--- config.mk ---
export PLATFORM = sky130hd
export DESIGN_NAME = dskid_flat
export DESIGN_NICKNAME = d
export VERILOG_FILES = /design/src/rtl/dti_reg_pkg.sv /design/src/rtl/dti_if.sv /design/src/rtl/dskid.sv /design/src/flat_wrapper.sv
export SDC_FILE = /design/constraint.sdc
export NUM_CORES = 1
export LEC_CHECK = 0
export BUFFER_PORTS_ARGS = -buffer_cell sky130_fd_sc_hd__clkbuf_2
export CORE_MARGIN = 2
export CORE_UTILIZATION = 30
export CTS_BUF_LIST = sky130_fd_sc_hd__clkbuf_16
export CTS_CLUSTER_DIAMETER = 40
export DETAILED_ROUTE_END_ITERATION = 6
export GPL_ROUTABILITY_DRIVEN = 1
export PLACE_DENSITY = 0.67
export REMOVE_ABC_BUFFERS = 1
export SKIP_LAST_GASP = 1
export SLEW_MARGIN = 20
export SYNTH_ARGS = -nofsm -noshare
export SYNTH_HDL_FRONTEND = slang
export SYNTH_SLANG_ARGS = --single-unit
--- constraint.sdc ---
create_clock -name clk -period 2.2 [get_ports clk]
set_input_delay 0.33 -clock clk [delete_from_list [all_inputs] [get_ports clk]]
set_output_delay 0.33 -clock clk [all_outputs]
set_load 0.03 [all_outputs]
--- src/rtl/dti_reg_pkg.sv ---
// dti_reg_pkg: state encodings shared by the DTI register slices
package dti_reg_pkg;
  typedef enum logic [1:0] {EMPTY, ONE, TWO} dskid_state_t;
  typedef enum logic {PASS, SKID} dskid_skid_t;
endpackage

--- src/rtl/dti_if.sv ---
// dti_if: valid/ready handshake bundle; snk faces the producer, src faces the consumer
interface dti_if #(parameter int W = 8) ();
  logic [W-1:0] data;
  logic         valid;
  logic         ready;
  modport snk (input data, input valid, output ready);
  modport src (output data, output valid, input ready);
endinterface

--- src/rtl/dskid.sv ---
// dskid: registered-ready skid slice; FWD_REG=1 adds an output register for two-entry decoupling
module dskid
  import dti_reg_pkg::*;
#(
  parameter bit FWD_REG = 1'b0
) (
  input logic clk,
  input logic rst,
  dti_if.snk  din,
  dti_if.src  dout
);
  localparam int W = $bits(din.data);
  if ($bits(din.data) != $bits(dout.data)) begin : g_bad
    $error("dskid: din/dout width mismatch");
  end
  logic [W-1:0] s_q, s_d;
  logic         cap;
  always_comb s_d = cap ? din.data : s_q;
  always_ff @(posedge clk) s_q <= s_d;
  if (!FWD_REG) begin : g_pass
    dskid_skid_t st_q, st_d;
    always_comb begin
      cap  = (st_q == PASS) && din.valid && !dout.ready;
      st_d = (st_q == PASS) ? (cap ? SKID : PASS) : (dout.ready ? PASS : SKID);
    end
    always_ff @(posedge clk or negedge rst) begin
      if (!rst) st_q <= PASS;
      else      st_q <= st_d;
    end
    // rst gates the pass-through valid so nothing escapes while reset is held
    assign din.ready  = st_q == PASS;
    assign dout.valid = rst && ((st_q == SKID) || din.valid);
    assign dout.data  = (st_q == PASS) ? din.data : s_q;
  end else begin : g_fwd
    dskid_state_t st_q, st_d;
    logic [W-1:0] o_q, o_d;
    logic         acc;
    always_comb begin
      acc  = din.valid && (st_q != TWO);
      cap  = acc && (st_q == ONE) && !dout.ready;
      o_d  = (acc && ((st_q == EMPTY) || dout.ready)) ? din.data :
             ((st_q == TWO) && dout.ready) ? s_q : o_q;
      st_d = (st_q == EMPTY) ? (acc ? ONE : EMPTY) :
             (st_q == ONE)   ? (cap ? TWO : (dout.ready && !acc) ? EMPTY : ONE) :
             (dout.ready ? ONE : TWO);
    end
    always_ff @(posedge clk or negedge rst) begin
      if (!rst) st_q <= EMPTY;
      else      st_q <= st_d;
    end
    always_ff @(posedge clk) o_q <= o_d;
    assign din.ready  = st_q != TWO;
    assign dout.valid = st_q != EMPTY;
    assign dout.data  = o_q;
  end
endmodule

--- src/flat_wrapper.sv ---
// flat-port wrapper written by rule: the top's interface ports become plain ports
module dskid_flat import dti_reg_pkg::*;
#(
  parameter bit FWD_REG = 1'b0
)
  (clk, rst, din_data, din_valid, din_ready, dout_data, dout_valid, dout_ready);
  dti_if #(.W(8)) din_i ();
  dti_if #(.W(8)) dout_i ();
  input logic clk;
  input logic rst;
  input wire logic [$bits(din_i.data)-1:0] din_data;
  input wire logic [$bits(din_i.valid)-1:0] din_valid;
  output wire logic [$bits(din_i.ready)-1:0] din_ready;
  output wire logic [$bits(dout_i.data)-1:0] dout_data;
  output wire logic [$bits(dout_i.valid)-1:0] dout_valid;
  input wire logic [$bits(dout_i.ready)-1:0] dout_ready;
  assign din_i.data = din_data;
  assign din_i.valid = din_valid;
  assign din_ready = din_i.ready;
  assign dout_data = dout_i.data;
  assign dout_valid = dout_i.valid;
  assign dout_i.ready = dout_ready;
  dskid #(.FWD_REG(FWD_REG)) u_core (.clk(clk), .rst(rst), .din(din_i), .dout(dout_i));
endmodule
* After elaboration in Yosys (flattened, before gate mapping) *
Cells that the tools add are included.

storage, ports and cells
  input port bits = 12
  output and inout port bits = 10
  word-level logic and storage cells = 12
  register bits = 9

cells by class
  bitwise operators = 1
  reduce and logical (&&, ||, !) cells = 5
  mux-type cells = 4

operator list
  kind               count
  2-to-1 mux 8 bit   1
  logical AND 1 bit  3
  2-to-1 mux 1 bit   3
  zero test 1 bit    1
  logical OR 1 bit   1
  NOT 1 bit          1

* Longest topological paths before layout *
  depth after elaboration = 5
  depth in mapped cells = 2
  mapped depth without buffers = 1

* Least setup slack after synthesis *
No wires, ideal clock.

  path kind = register -> register
  from = reg u_core.g_pass.st_q
  to = reg u_core.s_q[0] (enable)
  cell stages (with the launch flop) = 3
  required time = 1,815 ps
  data arrival time = 1,235 ps
  buffers on the path = 1
  path slack = 580 ps
  cells stage by stage = dfrtp_1 > buf_6 > nor3b_1

on the way
  cells in the longest elaborated chain, start to end = 3

ends and longest elaborated chain
  element                          line         RTL
  from (decl)                      dskid.sv:21  dskid_skid_t st_q, st_d;
  from (signal assigned)           dskid.sv:28  else st_q <= st_d;
  NOT 1 bit                        dskid.sv:23  cap = (st_q == PASS) && din.valid && !dout.ready;
  logical AND 1 bit (2 in series)  dskid.sv:23
  via u_core.cap                   dskid.sv:17  logic cap;
  to (signal assigned)             dskid.sv:19  always_ff @(posedge clk) s_q <= s_d;
  to (decl)                        dskid.sv:16  logic [W-1:0] s_q, s_d;

The timed path passes the listed nets, and every way through them passes these cells.
A chain may end at the register's enable or synchronous reset.

* Worst setup path after layout *
  from = reg u_core.g_pass.st_q
  to = out dout_data[4]

on the way
  cells in the longest elaborated chain, start to end = 1

ends and longest elaborated chain
  element           line                RTL
  2-to-1 mux 8 bit  dskid.sv:33         assign dout.data = (st_q == PASS) ? din.data : s_q;
  to (decl)         flat_wrapper.sv:14  output wire logic [$bits(dout_i.data)-1:0] dout_data;

Every way passes these cells.

==> flow_summary_export.csv <==
group,metric,value,unit
setup_path,arrival,1.47,ns
sta,finalCriticalPeriod,1.80,ns
route,drc_errors,0,
route,dr.first_iter.drc_count,1,
sta,min_period_over_period,81.7,%
setup_path,path_class,"reg2out",
sta,drv_slew,0,
grt,overflow,0,
clocking,cts_buffers,3,
sta,hold_viol_final,0,
floorplanning,chipHeight,41.3,um
grt,grt_start_max_net_pins,13,
logic_synthesis,netlist.area_leader.share,57.5,%
layout,n_antenna_cell,0,
placed_design,gp_congestion,0.545,
setup_path,rr_endpoint,"u_core.s_q[2]",
flow_run,max_cap_viol_count,0,
route,totalWireLength,696,um
layout,drive_above_1_share,70.8,%
clocking,cts_root_buffer,"clkbuf_16",
clocking,h-tree-depth,1,
logic_synthesis,synthTopCellsByCount,"edfxtp_1 (8), mux2_4 (6), mux2_2 (2)",
route,firstDrtPassIters,4,
sta,skew,0.00199,ns
clocking,cts_tree,"yes",
sta,relSlewSlack,64.7,%
logic_synthesis,ys.flop_type,"edfxtp_1",
layout,area_growth,50.0,%
hold_path,worstHoldStart,"din_data[4]",
grt,grt_antenna_before_repair,0,
power_and_ir_drop,ir_drop,0.438,mV
clocking,clock_sinks,9,
floorplanning,ioPinCount,22,
placed_design,dp_cells,58,
setup_path,reg2reg_depth,2,
power_and_ir_drop,power.density,947,nW/um2
route,dr_total_vias,282,
logic_synthesis,ys_async_sr_fraction,11.1,%
logic_synthesis,syn_avg_cell_area,19.0,um2
outcome,outcome,"complete, no violations",
sta,rsz0062_at_grt,"false",
route,wire_per_inst,11.0,um
layout,final_cells,63,
setup_path,worstSetupStartpointType,"flop",
clocking,clk_latency,0.23,ns
setup_path,endpoint_kind,"output pin",
placed_design,dp_slack,0.642,ns
sta,fin_tns_setup,0,ns
logic_synthesis,ys_warn_count,0,
setup_path,rrSetupSlack,0.67,ns
power_and_ir_drop,leakage,0.000290,uW
logic_synthesis,ys_seq_elements,9,
setup_path,startpoint,"u_core.g_pass.st_q",
sta,layout_setup_ws,0.403,ns
floorplanning,rows,13,
clocking,clkTransAtPathRegs,0.04,ns
placed_design,numPortBuffers,21,
hold_path,holdPathEnd,"u_core.s_q[4]",
clocking,clockBufferDepth,2,
route,via_per_inst,4.48,
clocking,post_cts_buffers,0,
logic_synthesis,syn_inst,22,
logic_synthesis,synth_edf_count,8,
grt,grt_pass1_vias,285,
floorplanning,die_area,1710,um2
layout,nNetsFinal,61,
grt,grt_pass1_wl,1070,um
sta,finalSetupViolations,0,
floorplanning,start_util,32.1,%
logic_synthesis,synth_area_leaders,"edfxtp_1 (57%), mux2_4 (22%), dfrtp_1 (6.0%)",
setup_path,cp.required,1.87,ns
logic_synthesis,synth_cell_types,9,
setup_path,worstReg2RegStart,"u_core.g_pass.st_q",
floorplanning,core_region_area,1300,um2
logic_synthesis,netlist_area,418,um2
grt,grt_usage,10.9,%
sta,fmax,556,MHz
route,ant_nets,0,
logic_synthesis,yosysTopAreaCell,"edfxtp_1",
hold_path,hp-class,"in2reg",
clocking,ctsResizeCount,0,
floorplanning,die_w,41.3,um
logic_synthesis,synth.most_common_cell,"edfxtp_1",
hold_path,hold_depth,1,
sta,worst_pin_slew,0.530,ns
setup_path,crit_fanout,12,
logic_synthesis,yosysSeqAreaShare,63.5,%
## flip-flops by register name (all words and copies together) (netlist names)
name                flops
u_core.g_pass.st_q      1
u_core.s_q              8
## layout make-up
| class | count | area [um2] |
|---|---|---|
| timing repair buffer | 23 | 123 |
| sequential | 9 | 265 |
| multi-input combinational | 11 | 138 |
| clock buffer | 3 | 75.1 |
| fill | 126 | 674 |
| tap | 15 | 18.8 |
| clock inverter | 1 | 3.75 |
| inverter | 1 | 3.75 |
## cells by family (layout without fill, tap and decap cells)
| kind of cell | count (synthesis) | count (layout) | synth area share [%] |
|---|---|---|---|
| AOI/OAI and AO/OA | 2 | 2 | 4.19 |
| and+or+nand+nor | 1 | 1 | 1.80 |
| buffers and inverters | 2 | 28 | 3.59 |
| muxes | 8 | 8 | 26.9 |
| DFF | 9 | 9 | 63.5 |
## repair_timing
action	4_1_cts	5_1_grt
endpoints found under the hold margin	1	0
hold buffers	1	0
setup endpoints to repair	0	0
## where the power goes
part           leakage, uW  total [uW]  switching, uW  internal (uW)
sequential       0.0000865         203           7.36            195
clock            0.0000423         307           70.2            237
combinational     0.000161        84.3           46.3           38.0
## metrics by stage
| stage | hold WS [ns] | power (uW) | utilization [%] | instance area (um2) |
|---|---|---|---|---|
| after floorplan | 0.0344 | 260 | - | 407 |
| after global placement | 0.116 | 287 | 41.3 | 538 |
| after detailed placement | 0.119 | 289 | 41.3 | 538 |
| after CTS | 0.286 | 603 | 48.2 | 627 |
| after global routing | 0.297 | 617 | 48.2 | 627 |
| final | 0.290 | 594 | 48.2 | 627 |
## critical path, stage by stage (launching register included)
cell and delay [ns]:
dfrtp_1 0.66, mux2_2 0.39, clkbuf_2 0.18
## routing by layer
layer	wire [um]	up-vias	GRT usage, %
met5	0	-	0
met1	303	127	9.59
li1	-	136	-
met3	80	0	6.38
met4	0	0	7.26
met2	313	19	18.4
## placed cells by master (no fill, tap or decap)
cell,instances
clkbuf_2,21
dfrtp_1,1
nor3b_1,1
o21ba_2,1
buf_4,1
dlygate4sd3_1,1
o21a_1,1
inv_1,2
edfxtp_1,8
mux2_4,6
mux2_2,2
clkbuf_16,3
## how the worst max path moves through the flow
stage,endpoint,slack (ns),depth (start not counted)
floorplan,u_core.s_q[0],0.55,1
global placement,u_core.s_q[3],0.66,2
detailed placement,dout_data[4],0.64,2
CTS,dout_data[4],0.39,2
global route,dout_data[4],0.32,2
finish,dout_data[4],0.40,2
No activity file was read; power rests on OpenSTA's default activity.
